`src/rtl/jtframe_trig_pkg.sv`:
```
// jtframe_trig_pkg: shared state encoding and widths for the frame/dump trigger.
package jtframe_trig_pkg;
    localparam int FRAME_W = 32;
    localparam int GUARD_W = 16;
    typedef enum logic [1:0] {WAIT_DL, COUNT, ACTIVE, DONE} state_t;
endpackage

```
`src/rtl/jtframe_frame_trig_if.sv`:
```
// jtframe_frame_trig_if: video/download inputs and frame/dump outputs of the trigger.
interface jtframe_frame_trig_if;
    import jtframe_trig_pkg::*;
    logic               vs;
    logic               downloading;
    logic [FRAME_W-1:0] frame_cnt;
    logic               frame_pulse;
    logic               dump_start;
    logic               dump_en;
    logic               dump_stop;
    modport master (output vs, downloading,
                    input  frame_cnt, frame_pulse, dump_start, dump_en, dump_stop);
    modport slave  (input  vs, downloading,
                    output frame_cnt, frame_pulse, dump_start, dump_en, dump_stop);
endinterface

```
`src/rtl/jtframe_trig_edge.sv`:
```
// jtframe_trig_edge: registered edge detector; RISE selects rising, otherwise falling.
module jtframe_trig_edge #(
    parameter bit RISE = 1'b0
) (
    input  logic clk,
    input  logic rst,
    input  logic din,
    output logic det
);
    logic q;
    always_ff @(posedge clk or posedge rst) begin
        if (rst) q <= 1'b0;
        else     q <= din;
    end
    assign det = RISE ? din & ~q : q & ~din;
endmodule

```
`src/rtl/jtframe_frame_trig.sv`:
```
// jtframe_frame_trig: counts vs falls and opens a dump window over a programmed frame range.
// JTFRAME_TRIG_LOADROM_EN holds counting in WAIT_DL until the ROM download completes.
module jtframe_frame_trig
    import jtframe_trig_pkg::*;
#(
    parameter logic [FRAME_W-1:0] START_FRAME = '0,
    parameter logic [FRAME_W-1:0] LENGTH      = '0,
    parameter logic [GUARD_W-1:0] DL_GUARD    = '0
) (
    input logic                 clk,
    input logic                 rst,
    jtframe_frame_trig_if.slave bus
);
    state_t             st_q, st_d;
    logic [FRAME_W-1:0] frame_cnt_q, frame_cnt_d, win_q, win_d;
    logic               pulse_q, pulse_d, start_q, start_d, en_q, en_d, stop_q, stop_d;
    logic               vs_fall;

    jtframe_trig_edge u_vs (.clk(clk), .rst(rst), .din(bus.vs), .det(vs_fall));

`ifdef JTFRAME_TRIG_LOADROM_EN
    localparam state_t RST_ST = WAIT_DL;
    logic               dl_fall;
    logic [GUARD_W-1:0] guard_q;

    jtframe_trig_edge u_dl (.clk(clk), .rst(rst), .din(bus.downloading), .det(dl_fall));

    // Early download edges (power-up glitches) are ignored until the guard saturates
    always_ff @(posedge clk or posedge rst) begin
        if (rst)                        guard_q <= '0;
        else if (guard_q != DL_GUARD)   guard_q <= guard_q + 1'b1;
    end
`else
    localparam state_t RST_ST = COUNT;
`endif

    always_comb begin
        st_d        = st_q;
        frame_cnt_d = frame_cnt_q;
        win_d       = win_q;
        en_d        = en_q;
        pulse_d     = 1'b0;
        start_d     = 1'b0;
        stop_d      = 1'b0;
`ifdef JTFRAME_TRIG_LOADROM_EN
        if (st_q == WAIT_DL) begin
            st_d = dl_fall && guard_q == DL_GUARD ? COUNT : WAIT_DL;
        end else if (bus.downloading) begin
            st_d        = WAIT_DL;
            frame_cnt_d = '0;
            en_d        = 1'b0;
            stop_d      = st_q == ACTIVE;
        end else
`endif
        if (vs_fall && st_q != WAIT_DL) begin
            pulse_d     = 1'b1;
            frame_cnt_d = frame_cnt_q + 1'b1;
            if (st_q == COUNT && frame_cnt_q == START_FRAME) begin
                st_d    = ACTIVE;
                start_d = 1'b1;
                en_d    = 1'b1;
                win_d   = '0;
            end else if (st_q == ACTIVE) begin
                win_d = win_q + 1'b1;
                // LENGTH of zero keeps the window open indefinitely
                if (LENGTH != '0 && win_d == LENGTH) begin
                    st_d   = DONE;
                    stop_d = 1'b1;
                    en_d   = 1'b0;
                end
            end
        end
    end

    always_ff @(posedge clk or posedge rst) begin
        if (rst) begin
            st_q        <= RST_ST;
            frame_cnt_q <= '0;
            win_q       <= '0;
            pulse_q     <= 1'b0;
            start_q     <= 1'b0;
            en_q        <= 1'b0;
            stop_q      <= 1'b0;
        end else begin
            st_q        <= st_d;
            frame_cnt_q <= frame_cnt_d;
            win_q       <= win_d;
            pulse_q     <= pulse_d;
            start_q     <= start_d;
            en_q        <= en_d;
            stop_q      <= stop_d;
        end
    end

    assign bus.frame_cnt   = frame_cnt_q;
    assign bus.frame_pulse = pulse_q;
    assign bus.dump_start  = start_q;
    assign bus.dump_en     = en_q;
    assign bus.dump_stop   = stop_q;
endmodule
```
`src/flat_wrapper.sv`:
```
// flat-port wrapper written by rule: the top's interface ports become plain ports
module jtframe_frame_trig_flat import jtframe_trig_pkg::*;
#(
    parameter logic [FRAME_W-1:0] START_FRAME = '0,
    parameter logic [FRAME_W-1:0] LENGTH      = '0,
    parameter logic [GUARD_W-1:0] DL_GUARD    = '0
)
  (clk, rst, bus_vs, bus_downloading, bus_frame_cnt, bus_frame_pulse, bus_dump_start, bus_dump_en, bus_dump_stop);
  jtframe_frame_trig_if bus_i ();
  input logic clk;
  input logic rst;
  input wire logic [$bits(bus_i.vs)-1:0] bus_vs;
  input wire logic [$bits(bus_i.downloading)-1:0] bus_downloading;
  output wire logic [$bits(bus_i.frame_cnt)-1:0] bus_frame_cnt;
  output wire logic [$bits(bus_i.frame_pulse)-1:0] bus_frame_pulse;
  output wire logic [$bits(bus_i.dump_start)-1:0] bus_dump_start;
  output wire logic [$bits(bus_i.dump_en)-1:0] bus_dump_en;
  output wire logic [$bits(bus_i.dump_stop)-1:0] bus_dump_stop;
  assign bus_i.vs = bus_vs;
  assign bus_i.downloading = bus_downloading;
  assign bus_frame_cnt = bus_i.frame_cnt;
  assign bus_frame_pulse = bus_i.frame_pulse;
  assign bus_dump_start = bus_i.dump_start;
  assign bus_dump_en = bus_i.dump_en;
  assign bus_dump_stop = bus_i.dump_stop;
  jtframe_frame_trig #(.START_FRAME(START_FRAME), .LENGTH(LENGTH), .DL_GUARD(DL_GUARD)) u_core (.clk(clk), .rst(rst), .bus(bus_i));
endmodule
```
`config.mk`:
```
export PLATFORM = sky130hd
export DESIGN_NAME = jtframe_frame_trig_flat
export DESIGN_NICKNAME = d
export VERILOG_FILES = /design/src/rtl/jtframe_trig_pkg.sv /design/src/rtl/jtframe_frame_trig_if.sv /design/src/rtl/jtframe_trig_edge.sv /design/src/rtl/jtframe_frame_trig.sv /design/src/flat_wrapper.sv
export SDC_FILE = /design/constraint.sdc
export NUM_CORES = 1
export LEC_CHECK = 0
export ABC_AREA = 1
export BUFFER_PORTS_ARGS = -buffer_cell sky130_fd_sc_hd__buf_2
export CORE_MARGIN = 4
export CORE_UTILIZATION = 45
export DETAILED_ROUTE_END_ITERATION = 6
export PLACE_DENSITY_LB_ADDON = 0.08
export SLEW_MARGIN = 40
export SYNTH_ARGS = -nofsm -noshare
export SYNTH_HDL_FRONTEND = slang
export SYNTH_SLANG_ARGS = --single-unit
export TNS_END_PERCENT = 5
```
`constraint.sdc`:
```
create_clock -name clk -period 2.55 [get_ports clk]
set_clock_uncertainty 0.2 [all_clocks]
set_input_delay 0.255 -clock clk [delete_from_list [all_inputs] [get_ports clk]]
set_output_delay 0.255 -clock clk [all_outputs]
set_load 0.02 [all_outputs]
```
==> impl_metrics.json <==
{
  "crit_path_end_kind": "flip-flop",
  "wl_per_cell_um": 13.01,
  "hold_path.class": "reg -> reg",
  "tns_ns": 0,
  "hold_violations": 0,
  "avgSynthCellArea_um2": 7.609,
  "reg2reg_to": "u_core.bus.frame_cnt[20]",
  "grt_pass1_vias": 1824,
  "cp-startpoint": "bus_vs",
  "ys_seq_area_share_pct": 43.06,
  "grt_start_max_net_pins": 38,
  "synthMuxAreaShare_pct": 0,
  "synth_top_family_by_area": "simple AND/OR/NAND/NOR gates",
  "syn_to_final_growth_pct": 15.86,
  "clk_pin_slew_ns": 0.07,
  "outcome": "completed",
  "grt_use_total_pct": 18.20,
  "mostFrequentLayoutCell": "nand2_1",
  "synth_nets": 289,
  "fin_crit_ns": 2.045,
  "critPathMaxFanout": 12,
  "synth_ff_type": "dfrtp_1",
  "hold-path-cell-count": 2,
  "crit_top_cell": "nand2_1",
  "core-area_mm2": 0.004504,
  "setup_viol": 0,
  "num_vias": 1844,
  "ioPinCount": 40,
  "cp_data_arrival_time_ns": 2.02,
  "routed_wl_um": 4957,
  "crit_chain": "dlygate4sd3_1 > buf_2 > inv_1 > nand2_1 > nor2_4 > nand2_1 > nor2_4 > nand2_1 > xor2_1",
  "r2r_slack_ns": 0.63,
  "irDropWorstVdd_mv": 0.3865,
  "maxCapViolCount": 0,
  "drc": 0,
  "yosys.area_share.simple_pct": 37.59,
  "cts_sinks": 37,
  "synth_cell_types": 23,
  "die_w_um": 77.18,
  "powerDensity_mw_per_mm2": 583.4,
  "min-delay-start": "u_core.st_q[0]",
  "fmax_mhz": 488.9,
  "synth_fa_ha_area_share_pct": 1.162,
  "grt_pass1_wl_um": 8618,
  "async_flop_share_pct": 100.0,
  "layout_common_cells": "nand2_1 (80), inv_1 (49), buf_2 (37), dfrtp_1 (36), nor2_1 (32)",
  "crit_type": "in -> reg",
  "syn_inst": 283,
  "synthXorXnorAreaFrac_pct": 7.728,
  "reg2reg_depth": 6,
  "cts_max_path_buffers": 2,
  "synth-edff-count": 0,
  "leakagePower_uw": 0.001303,
  "cp_slowest_cell": "dlygate4sd3_1",
  "grt-ovfl-total": 0,
  "first_pass_iters": 4,
  "hold_path_end": "u_core.st_q[0]",
  "slowest_delay_ns": 0.53,
  "seq_area_um2": 927.1,
  "fin_ws_ns": 0.5045,
  "finalCritPeriodShare_pct": 80.21,
  "fillers": 445,
  "cp-start-kind": "primary input",
  "rsz0062_at_grt": "no",
  "routed_via_density": 4.840,
  "layout.nets": 334,
  "globalplace.congestion": 0.8716,
  "maxSlewViolCount": 0,
  "yosys_register_bits": 37,
  "syn_area_mm2": 0.002153,
  "diodes": 0,
  "initial_core_util_pct": 47.81,
  "cts_tree": "built",
  "placementRows": 24,
  "port_buffers": 37,
  "synth_compound_area_share_pct": 0.6973,
  "ant_nets": 0,
  "die_h_um": 77.18,
  "drive_gt1_share_pct": 19.15,
  "clk_latency_ns": 0.29,
  "multiInputGateArea_mm2": 0.001020,
  "dieArea_mm2": 0.005956,
  "numCtsBuffers": 5,
  "root_buffer": "clkbuf_8",
  "cp.required_ns": 2.53,
  "dp_slack_ns": 0.6360,
  "ys_warn_count": 0,
  "drtIter0Drc": 115,
  "postCtsResizedCells": 0,
  "worstReg2RegStart": "u_core.st_q[0]",
  "dp_hpwl_um": 3781,
  "h-tree-depth": 2,
  "antenna_found_initial": 0
}
how the worst max path moves through the flow:
stage | end
finish | u_core.bus.frame_cnt[20]
global route | u_core.bus.frame_cnt[20]
CTS | u_core.bus.frame_cnt[20]
detailed placement | u_core.bus.frame_cnt[20]
global placement | u_core.bus.frame_cnt[16]
floorplan | u_core.bus.frame_cnt[16]
through the flow:
stage / instances / hold slack, ns / total power, uW / utilization, % / area, um2
after floorplan: 283 / 0.08643 / 961.7 / - / 2153
after global placement: 371 / 0.1785 / 1064 / 53.11 / 2392
after detailed placement: 371 / 0.1810 / 1069 / 53.11 / 2392
after CTS: 381 / 0.2784 / 1475 / 55.39 / 2495
after global routing: 381 / 0.2948 / 1549 / 55.39 / 2495
final: 381 / 0.2732 / 1456 / 55.39 / 2495
logic make-up (layout without fill, tap and decap cells):
group | Yosys count | count (layout)
buf+inv | 52 | 98
compound gates | 3 | 3
other cells | 1 | 1
simple gates | 169 | 169
fa+ha+maj | 2 | 2
flops | 37 | 37
xor+xnor | 19 | 19
metal layers:
layer,vias to the layer above,global-route usage [%],share of wire (%)
met2,42,26.94,42
met4,0,6.406,1.8
li1,951,-,-
met5,-,0,0
met1,844,25.98,50
met3,7,4.098,5.9
state kept, by name, summed over array words and instances, names as in the netlist:
name                    count
u_core.bus.dump_start       1
u_core.bus.frame_pulse      1
u_core.bus.dump_en          1
u_core.st_q                 1
u_core.u_vs.q               1
u_core.bus.frame_cnt       32
Yosys cell counts (2+ instances only):
cell	n	share of area, %
nand2_1	80	14
inv_1	49	8.5
dfrtp_1	36	42
nor2_1	32	5.6
nand3_1	18	4.2
xor2_1	16	6.5
nand4_1	11	3.2
nor3_1	10	2.3
nor2_4	8	4.2
nor2_2	4	1.2
o21ai_0	3	0.70
xnor2_1	3	1.2
ha_1	2	1.2
nand3_4	2	1.6
what timing repair did:
action,4_1_cts,5_1_grt
buffers inserted,0,0
hold buffers,2,0
endpoints found under the hold margin,37,0
critical path: cells and delay by family:
family	cells	cell delay, ns
buffers and inverters	3	0.69
XOR/XNOR	1	0.15
AND/OR/NAND/NOR	5	0.92
layout make-up:
type / count / area share, %
tap: 52 / 2.608
clock buffer: 6 / 2.909
inverter: 50 / 7.523
clock inverter: 2 / 0.4012
multi-input combinational: 194 / 40.87
timing repair buffer: 40 / 8.526
sequential: 37 / 37.16
where the power goes:
group	internal, uW	total (uW)	switching (uW)
combinational	111	346	235
sequential	642	710	68.5
clock	190	400	210
total	942	1460	514
(Power assumes the default switching activity.)
